<file path="src/rtl/alarm_controller.sv">
// ---------------------------------------------------------------------------
// alarm_controller
//
// Top-level sequencer for the home alarm. Takes the key checker's 2-bit code
// result and the door/window sensor, and runs the arm/disarm state machine
// with exit/entry delays, a consecutive wrong-code limit with lockout, and
// siren control.
//
// Parameters
//   TICK_DIV      clk cycles per 1 s timer tick (>= 2)
//   EXIT_TIME     seconds from valid arm code to ARMED
//   ENTRY_TIME    seconds from sensor trip to ALARM
//   MAX_ERRORS    consecutive ERROR results that trigger lockout/alarm (1..15)
//   LOCKOUT_TIME  seconds code results are ignored after lockout
//   SIREN_TIME    seconds of siren before auto-rearm (SIREN_TIMEOUT_EN only)
//
// Ports
//   clk        in   system clock, rising edge
//   reset      in   synchronous, active-high
//   keyStatus  in 2 key checker result: OK=0, ERROR=2, NOKEY=3 (1 = NOKEY);
//                   asynchronous to clk
//   sensor     in   door/window open = 1; asynchronous level
//   siren      out  siren drive (ALARM)
//   armed      out  ARMED, ENTRY_DELAY or ALARM
//   pending    out  EXIT_DELAY or ENTRY_DELAY (buzzer/blink)
//   lockout    out  LOCKOUT
//   state      out 3 state code for debug
//   errCount   out 4 current consecutive-error count
//
// Build option
//   SIREN_TIMEOUT_EN  when defined, ALARM times out after SIREN_TIME seconds
//                     and re-arms (siren off, error count cleared). When not
//                     defined, ALARM is left only by a valid code or reset.
// ---------------------------------------------------------------------------
module alarm_controller #(
    parameter int TICK_DIV     = 12_000_000,
    parameter int EXIT_TIME    = 20,
    parameter int ENTRY_TIME   = 15,
    parameter int MAX_ERRORS   = 3,
    parameter int LOCKOUT_TIME = 60,
    parameter int SIREN_TIME   = 180
) (
    input  logic       clk,
    input  logic       reset,
    input  logic [1:0] keyStatus,
    input  logic       sensor,
    output logic       siren,
    output logic       armed,
    output logic       pending,
    output logic       lockout,
    output logic [2:0] state,
    output logic [3:0] errCount
);

    // -----------------------------------------------------------------------
    // Constants
    // -----------------------------------------------------------------------
    localparam logic [1:0] KEY_OK    = 2'd0;
    localparam logic [1:0] KEY_ERROR = 2'd2;
    localparam logic [1:0] KEY_NOKEY = 2'd3;

    // The seconds counter is sized for the longest duration it may ever hold,
    // including the siren duration so the width does not change between builds.
    localparam int MAX_T_A  = (EXIT_TIME > ENTRY_TIME) ? EXIT_TIME : ENTRY_TIME;
    localparam int MAX_T_B  = (LOCKOUT_TIME > SIREN_TIME) ? LOCKOUT_TIME : SIREN_TIME;
    localparam int MAX_TIME = (MAX_T_A > MAX_T_B) ? MAX_T_A : MAX_T_B;
    localparam int SEC_W    = $clog2(MAX_TIME + 1);
    localparam int PRE_W    = $clog2(TICK_DIV);

    localparam logic [PRE_W-1:0] PRE_TOP = PRE_W'(TICK_DIV - 1);
    localparam logic [3:0]       ERR_MAX = 4'(MAX_ERRORS);

    typedef enum logic [2:0] {
        S_DISARMED    = 3'd0,
        S_EXIT_DELAY  = 3'd1,
        S_ARMED       = 3'd2,
        S_ENTRY_DELAY = 3'd3,
        S_ALARM       = 3'd4,
        S_LOCKOUT     = 3'd5
    } state_t;

    // -----------------------------------------------------------------------
    // Input synchronizers and result-event detection
    // -----------------------------------------------------------------------
    logic [1:0] key_meta_reg;
    logic [1:0] key_sync_reg;
    logic [1:0] key_prev_reg;
    logic       sens_meta_reg;
    logic       sens_sync_reg;
    logic [1:0] key_norm;
    logic       ok_event;
    logic       err_event;

    always_ff @(posedge clk) begin
        if (reset) begin
            key_meta_reg  <= KEY_NOKEY;
            key_sync_reg  <= KEY_NOKEY;
            key_prev_reg  <= KEY_NOKEY;
            sens_meta_reg <= 1'b0;
            sens_sync_reg <= 1'b0;
        end else begin
            key_meta_reg  <= keyStatus;
            key_sync_reg  <= key_meta_reg;
            key_prev_reg  <= key_norm;
            sens_meta_reg <= sensor;
            sens_sync_reg <= sens_meta_reg;
        end
    end

    // Code 1 is not a real result; fold it into NOKEY so it also re-enables
    // event detection like a released key.
    assign key_norm  = (key_sync_reg == 2'd1) ? KEY_NOKEY : key_sync_reg;

    // A result fires only on the NOKEY -> result step, so a held key is one event.
    assign ok_event  = (key_norm == KEY_OK)    && (key_prev_reg == KEY_NOKEY);
    assign err_event = (key_norm == KEY_ERROR) && (key_prev_reg == KEY_NOKEY);

    // -----------------------------------------------------------------------
    // State / error count
    // -----------------------------------------------------------------------
    state_t     state_reg;
    state_t     state_next;
    logic [3:0] err_reg;
    logic [3:0] err_next;
    logic [3:0] err_inc;
    logic       err_limit;
    logic [3:0] err_alarm;

    assign err_inc   = (err_reg == 4'hF) ? err_reg : err_reg + 4'd1;
    assign err_limit = (err_inc >= ERR_MAX);
    // In ALARM the count keeps growing but never past the limit.
    assign err_alarm = err_limit ? ERR_MAX : err_inc;

    // -----------------------------------------------------------------------
    // Seconds timer with prescaler
    // -----------------------------------------------------------------------
    logic [SEC_W-1:0] sec_reg;
    logic [PRE_W-1:0] pre_reg;
    logic             timer_run;
    logic             timer_load;
    logic [SEC_W-1:0] timer_load_val;
    logic             expire;

    // Which states count down while resident.
    always_comb begin
        timer_run = 1'b0;
        case (state_reg)
            S_EXIT_DELAY,
            S_ENTRY_DELAY,
            S_LOCKOUT:     timer_run = 1'b1;
`ifdef SIREN_TIMEOUT_EN
            S_ALARM:       timer_run = 1'b1;
`endif
            default:       timer_run = 1'b0;
        endcase
    end

    // Load on entry into a timed state; the prescaler restarts from zero so
    // expiry lands exactly N*TICK_DIV cycles after the entry edge.
    always_comb begin
        timer_load     = 1'b0;
        timer_load_val = '0;
        if (state_next != state_reg) begin
            case (state_next)
                S_EXIT_DELAY: begin
                    timer_load     = 1'b1;
                    timer_load_val = SEC_W'(EXIT_TIME);
                end
                S_ENTRY_DELAY: begin
                    timer_load     = 1'b1;
                    timer_load_val = SEC_W'(ENTRY_TIME);
                end
                S_LOCKOUT: begin
                    timer_load     = 1'b1;
                    timer_load_val = SEC_W'(LOCKOUT_TIME);
                end
`ifdef SIREN_TIMEOUT_EN
                S_ALARM: begin
                    timer_load     = 1'b1;
                    timer_load_val = SEC_W'(SIREN_TIME);
                end
`endif
                default: begin
                    timer_load     = 1'b0;
                    timer_load_val = '0;
                end
            endcase
        end
    end

    always_ff @(posedge clk) begin
        if (reset) begin
            sec_reg <= '0;
            pre_reg <= '0;
        end else if (timer_load) begin
            sec_reg <= timer_load_val;
            pre_reg <= '0;
        end else if (timer_run) begin
            if (pre_reg == PRE_TOP) begin
                pre_reg <= '0;
                if (sec_reg != '0) begin
                    sec_reg <= sec_reg - SEC_W'(1);
                end
            end else begin
                pre_reg <= pre_reg + PRE_W'(1);
            end
        end else begin
            sec_reg <= '0;
            pre_reg <= '0;
        end
    end

    // Expiry is the prescaler wrap that would take the last second to zero.
    assign expire = timer_run && (pre_reg == PRE_TOP) && (sec_reg == SEC_W'(1));

    // -----------------------------------------------------------------------
    // Next-state logic. Priority: OK, ERROR at limit, expiry, sensor.
    // -----------------------------------------------------------------------
    always_comb begin
        state_next = state_reg;
        err_next   = err_reg;
        case (state_reg)
            S_DISARMED: begin
                if (ok_event) begin
                    state_next = S_EXIT_DELAY;
                    err_next   = '0;
                end else if (err_event) begin
                    err_next = err_inc;
                    if (err_limit) begin
                        state_next = S_LOCKOUT;
                    end
                end
            end
            S_EXIT_DELAY: begin
                if (ok_event) begin
                    state_next = S_DISARMED;
                    err_next   = '0;
                end else begin
                    if (err_event) begin
                        err_next = err_inc;
                    end
                    if (err_event && err_limit) begin
                        state_next = S_ALARM;
                    end else if (expire) begin
                        state_next = S_ARMED;
                    end
                end
            end
            S_ARMED: begin
                if (ok_event) begin
                    state_next = S_DISARMED;
                    err_next   = '0;
                end else begin
                    if (err_event) begin
                        err_next = err_inc;
                    end
                    if (err_event && err_limit) begin
                        state_next = S_ALARM;
                    end else if (sens_sync_reg) begin
                        state_next = S_ENTRY_DELAY;
                    end
                end
            end
            S_ENTRY_DELAY: begin
                if (ok_event) begin
                    state_next = S_DISARMED;
                    err_next   = '0;
                end else begin
                    if (err_event) begin
                        err_next = err_inc;
                    end
                    if (err_event && err_limit) begin
                        state_next = S_ALARM;
                    end else if (expire) begin
                        state_next = S_ALARM;
                    end
                end
            end
            S_ALARM: begin
                if (ok_event) begin
                    state_next = S_DISARMED;
                    err_next   = '0;
                end else begin
                    if (err_event) begin
                        err_next = err_alarm;
                    end
`ifdef SIREN_TIMEOUT_EN
                    // Auto-rearm; a sensor still open restarts via ENTRY_DELAY.
                    if (expire) begin
                        state_next = S_ARMED;
                        err_next   = '0;
                    end
`endif
                end
            end
            S_LOCKOUT: begin
                // Code results are ignored for the whole lockout period.
                if (expire) begin
                    state_next = S_DISARMED;
                    err_next   = '0;
                end
            end
            default: begin
                state_next = S_DISARMED;
                err_next   = '0;
            end
        endcase
    end

    // -----------------------------------------------------------------------
    // Output decode from the next state, registered alongside the state.
    // -----------------------------------------------------------------------
    logic [5:1] state_dec_next;

    genvar gi;
    generate
        for (gi = 1; gi <= 5; gi++) begin : g_state_dec
            assign state_dec_next[gi] = (state_next == state_t'(gi));
        end
    endgenerate

    logic siren_next;
    logic armed_next;
    logic pending_next;
    logic lockout_next;

    always_comb begin
        siren_next   = state_dec_next[S_ALARM];
        armed_next   = state_dec_next[S_ARMED] | state_dec_next[S_ENTRY_DELAY]
                     | state_dec_next[S_ALARM];
        pending_next = state_dec_next[S_EXIT_DELAY] | state_dec_next[S_ENTRY_DELAY];
        lockout_next = state_dec_next[S_LOCKOUT];
    end

    logic siren_reg;
    logic armed_reg;
    logic pending_reg;
    logic lockout_reg;

    always_ff @(posedge clk) begin
        if (reset) begin
            state_reg   <= S_DISARMED;
            err_reg     <= '0;
            siren_reg   <= 1'b0;
            armed_reg   <= 1'b0;
            pending_reg <= 1'b0;
            lockout_reg <= 1'b0;
        end else begin
            state_reg   <= state_next;
            err_reg     <= err_next;
            siren_reg   <= siren_next;
            armed_reg   <= armed_next;
            pending_reg <= pending_next;
            lockout_reg <= lockout_next;
        end
    end

    assign siren    = siren_reg;
    assign armed    = armed_reg;
    assign pending  = pending_reg;
    assign lockout  = lockout_reg;
    assign state    = state_reg;
    assign errCount = err_reg;

endmodule

</file>
<file path="config.mk">
export PLATFORM = sky130hd
export DESIGN_NAME = alarm_controller
export DESIGN_NICKNAME = d
export VERILOG_FILES = /design/src/rtl/alarm_controller.sv
export SDC_FILE = /design/constraint.sdc
export NUM_CORES = 1
export LEC_CHECK = 0
export BUFFER_PORTS_ARGS = -buffer_cell sky130_fd_sc_hd__buf_2
export CORE_MARGIN = 10
export CORE_UTILIZATION = 45
export DETAILED_ROUTE_END_ITERATION = 10
export PLACE_DENSITY = 0.66
export SLEW_MARGIN = 20
export SYNTH_ARGS = -nofsm -noshare
export SYNTH_HDL_FRONTEND = slang
export SYNTH_SLANG_ARGS = --single-unit
</file>
<file path="constraint.sdc">
create_clock -name clk -period 3.24 [get_ports clk]
set_input_delay 0.486 -clock clk [delete_from_list [all_inputs] [get_ports clk]]
set_output_delay 0.486 -clock clk [all_outputs]
set_load 0.05 [all_outputs]
</file>
==> flow_metrics.py <==
metrics = {
    "status": {
        "outcome": "finished, final reports clean",
    },
    "sta": {
        "finalSetupViolCount": 0,
        "tightest_slew_ps": 780,
        "fin_skew_ps": 6.84,
        "whs_ps": 361,
        "rsz0062_at_grt": "no",
        "fin_crit_ps": 2700,
        "hold_violations": 0,
        "slew_violations": 0,
        "final.setup.tns_ps": 0,
        "period_share_pct": 83.2,
        "relSlewSlack_pct": 48.0,
        "fin_ws_ps": 545,
        "clock.fmax_mhz": 371,
    },
    "synthesis": {
        "synth_common_cells": "dfxtp_1 (51), nor2_1 (48), nand2_1 (16)",
        "yosys.area_share.simple_pct": 32.2,
        "synthesis.nets": 320,
        "synth_edf_count": 0,
        "synth_xor_area_share_pct": 6.98,
        "yosysMostFrequentCell": "dfxtp_1",
        "synthMuxAreaShare_pct": 0.380,
        "ys_warn_count": 0,
        "ys_ff_latch": 51,
        "ys_seq_area_share_pct": 38.8,
        "synth_top_family_by_area": "simple AND/OR/NAND/NOR gates",
        "yosys.area.top_type": "dfxtp_1",
        "synth_cell_type_count": 53,
        "synth_top_area_share_pct": 38.8,
        "synth_cells": 310,
        "synthArstFlopShare_pct": 0,
        "synth_compound_area_share_pct": 15.9,
        "synthAdderAreaFrac_pct": 2.38,
        "synthTopCellsByArea": "dfxtp_1 (39%), nor2_1 (6.8%), xor2_1 (4.0%), xnor2_1 (3.0%), a21oi_1 (2.9%)",
        "synth-main-ff-cell": "dfxtp_1",
        "synth_area_um2": 2630,
        "avgSynthCellArea_um2": 8.50,
    },
    "cts": {
        "cts_max_level": 2,
        "cts_tree": "yes",
        "cts.root.buffer_cell": "clkbuf_8",
        "cts_resized": 0,
        "holdBufCountCts": 0,
        "clk_latency_ps": 300,
        "clk_pin_slew_ps": 90,
        "max-clock-path-buffers": 2,
        "cts_sinks": 51,
        "cts_buffers": 5,
        "cts_setup_buffers": 0,
    },
    "min_path": {
        "min_to": "key_meta_reg[1]",
        "hold_depth": 2,
        "hp-start": "keyStatus[1]",
        "holdCritPathClass": "input port to flip-flop",
    },
    "pwr": {
        "power.total_uw": 1030,
        "p_leak_uw": 0.00101,
        "ir_drop_mv": 0.169,
        "powerDensity_nw_per_um2": 363,
    },
    "cells_and_area": {
        "diodes": 0,
        "finish.instance_area_um2": 2840,
        "syn_to_final_growth_pct": 7.93,
        "fillers": 565,
        "largest_reg_flops": 24,
        "drive_gt1_share_pct": 14.0,
        "multiInputGateArea_um2": 1520,
        "seq_area_um2": 1020,
        "nNetsFinal": 331,
    },
    "critical_path": {
        "cp_max_fo": 7,
        "cp_data_arrival_time_ps": 2860,
        "worst-r2r-setup-slack_ps": 540,
        "path_class": "flip-flop to flip-flop",
        "cp-end-kind": "flip-flop",
        "r2r-start": "errCount[0]",
        "required_ps": 3400,
        "worstSetupStartpointType": "flip-flop",
        "reg2reg_depth": 8,
        "rr_endpoint": "sec_reg[3]",
    },
    "route": {
        "drc": 0,
        "ant_nets": 0,
        "viasPerCell": 5.59,
        "wl_per_cell_um": 13.5,
        "route.vias.total": 2203,
        "first_pass_iters": 4,
        "drt_iter0_markers": 105,
        "routed_wl_um": 5300,
    },
    "job": {
        "max_cap_violations": 0,
    },
    "place": {
        "dp_slack_ps": 600,
        "dp_hpwl_um": 3800,
        "dpl_cell_area_um2": 2760,
        "port_buffers": 15,
        "globalplace.congestion": 0.855,
    },
    "floorplanning": {
        "dieArea_um2": 9310,
        "core_um2": 5610,
        "row_count": 27,
        "pin_count": 16,
        "die_h_um": 96.5,
        "start_util_pct": 47.0,
        "die_x_um": 96.5,
    },
    "global_route": {
        "grt_max_degree": 27,
        "grt_pass1_wl_um": 9390,
        "grt_pass1_vias": 2031,
        "grt_usage_pct": 12.2,
        "grt_overflow": 0,
        "antenna_found_initial": 0,
    },
}
-- cells by family after synthesis --
family,Yosys count
xor gates and xnor gates,21
buffers and inverters,23
muxes,1
adders and majority gates,5
DFF,51
and+or+nand+nor,153
AOI/OAI and AO/OA,56
-- layout by cell type, fill, tap and decap left out, drive strengths merged, types with 7 or more instances in the layout --
cell,instances
nand3,14
buf,16
xnor2,9
nor3,14
or3,9
nor2,48
nor2b,7
xor2,12
a21oi,15
o21ai,13
dfxtp,51
inv,11
nand2,16
a211oi,7
nand4,10
nor4,7
-- worst max-delay path by stage --
| stage | from | endpoint | slack [ps] | cells after the start |
|---|---|---|---|---|
| 4_1_cts | errCount[0] | sec_reg[3] | 580 | 8 |
| 5_1_grt | errCount[0] | sec_reg[5] | 240 | 8 |
| 3_5_place_dp | errCount[0] | sec_reg[3] | 600 | 8 |
| 3_3_place_gp | errCount[0] | sec_reg[3] | 660 | 8 |
| 2_1_floorplan | errCount[0] | sec_reg[3] | 440 | 8 |
| 6_report | errCount[0] | sec_reg[3] | 540 | 8 |
-- per-stage QoR --
stage / std cells / utilization (%)
floorplan: 310 / -
global placement: 386 / 49.2
detailed placement: 386 / 49.2
CTS: 394 / 50.7
global route: 394 / 50.7
finish: 394 / 50.7
-- layout make-up --
cell class              instances  area share [%]
multi-input cells             236            53.6
flip-flops and latches         51            35.9
inverters                      11            1.45
repair buffers                 16            2.90
well taps                      72            3.17
clock buffers                   6            2.55
clock inverters                 2           0.440
-- report_power, final --
group	total, uW	switching [uW]	leakage (uW)	internal (uW)
Combinational	35.4	22.2	0.000552	13.2
Sequential	636	4.46	0.000412	632
Clock	359	208	0.0000412	151
-- routing by layer --
metal	vias to the layer above	global-route usage [%]	wire (um)
li1	1120	-	-
met1	1025	16.3	2590
met2	51	18.7	2270
met3	7	2.70	341
met4	0	4.84	96
met5	-	0	0
-- critical path, stage by stage (launching register included) --
cell       delay [ps]
dfxtp_1           440
ha_1              310
a21bo_2           280
a2111oi_4         450
a21oi_1           260
a311o_1           390
o31a_1            160
a211oi_2          220
a2111oi_2          60
No activity file was read; power rests on OpenSTA's default activity.
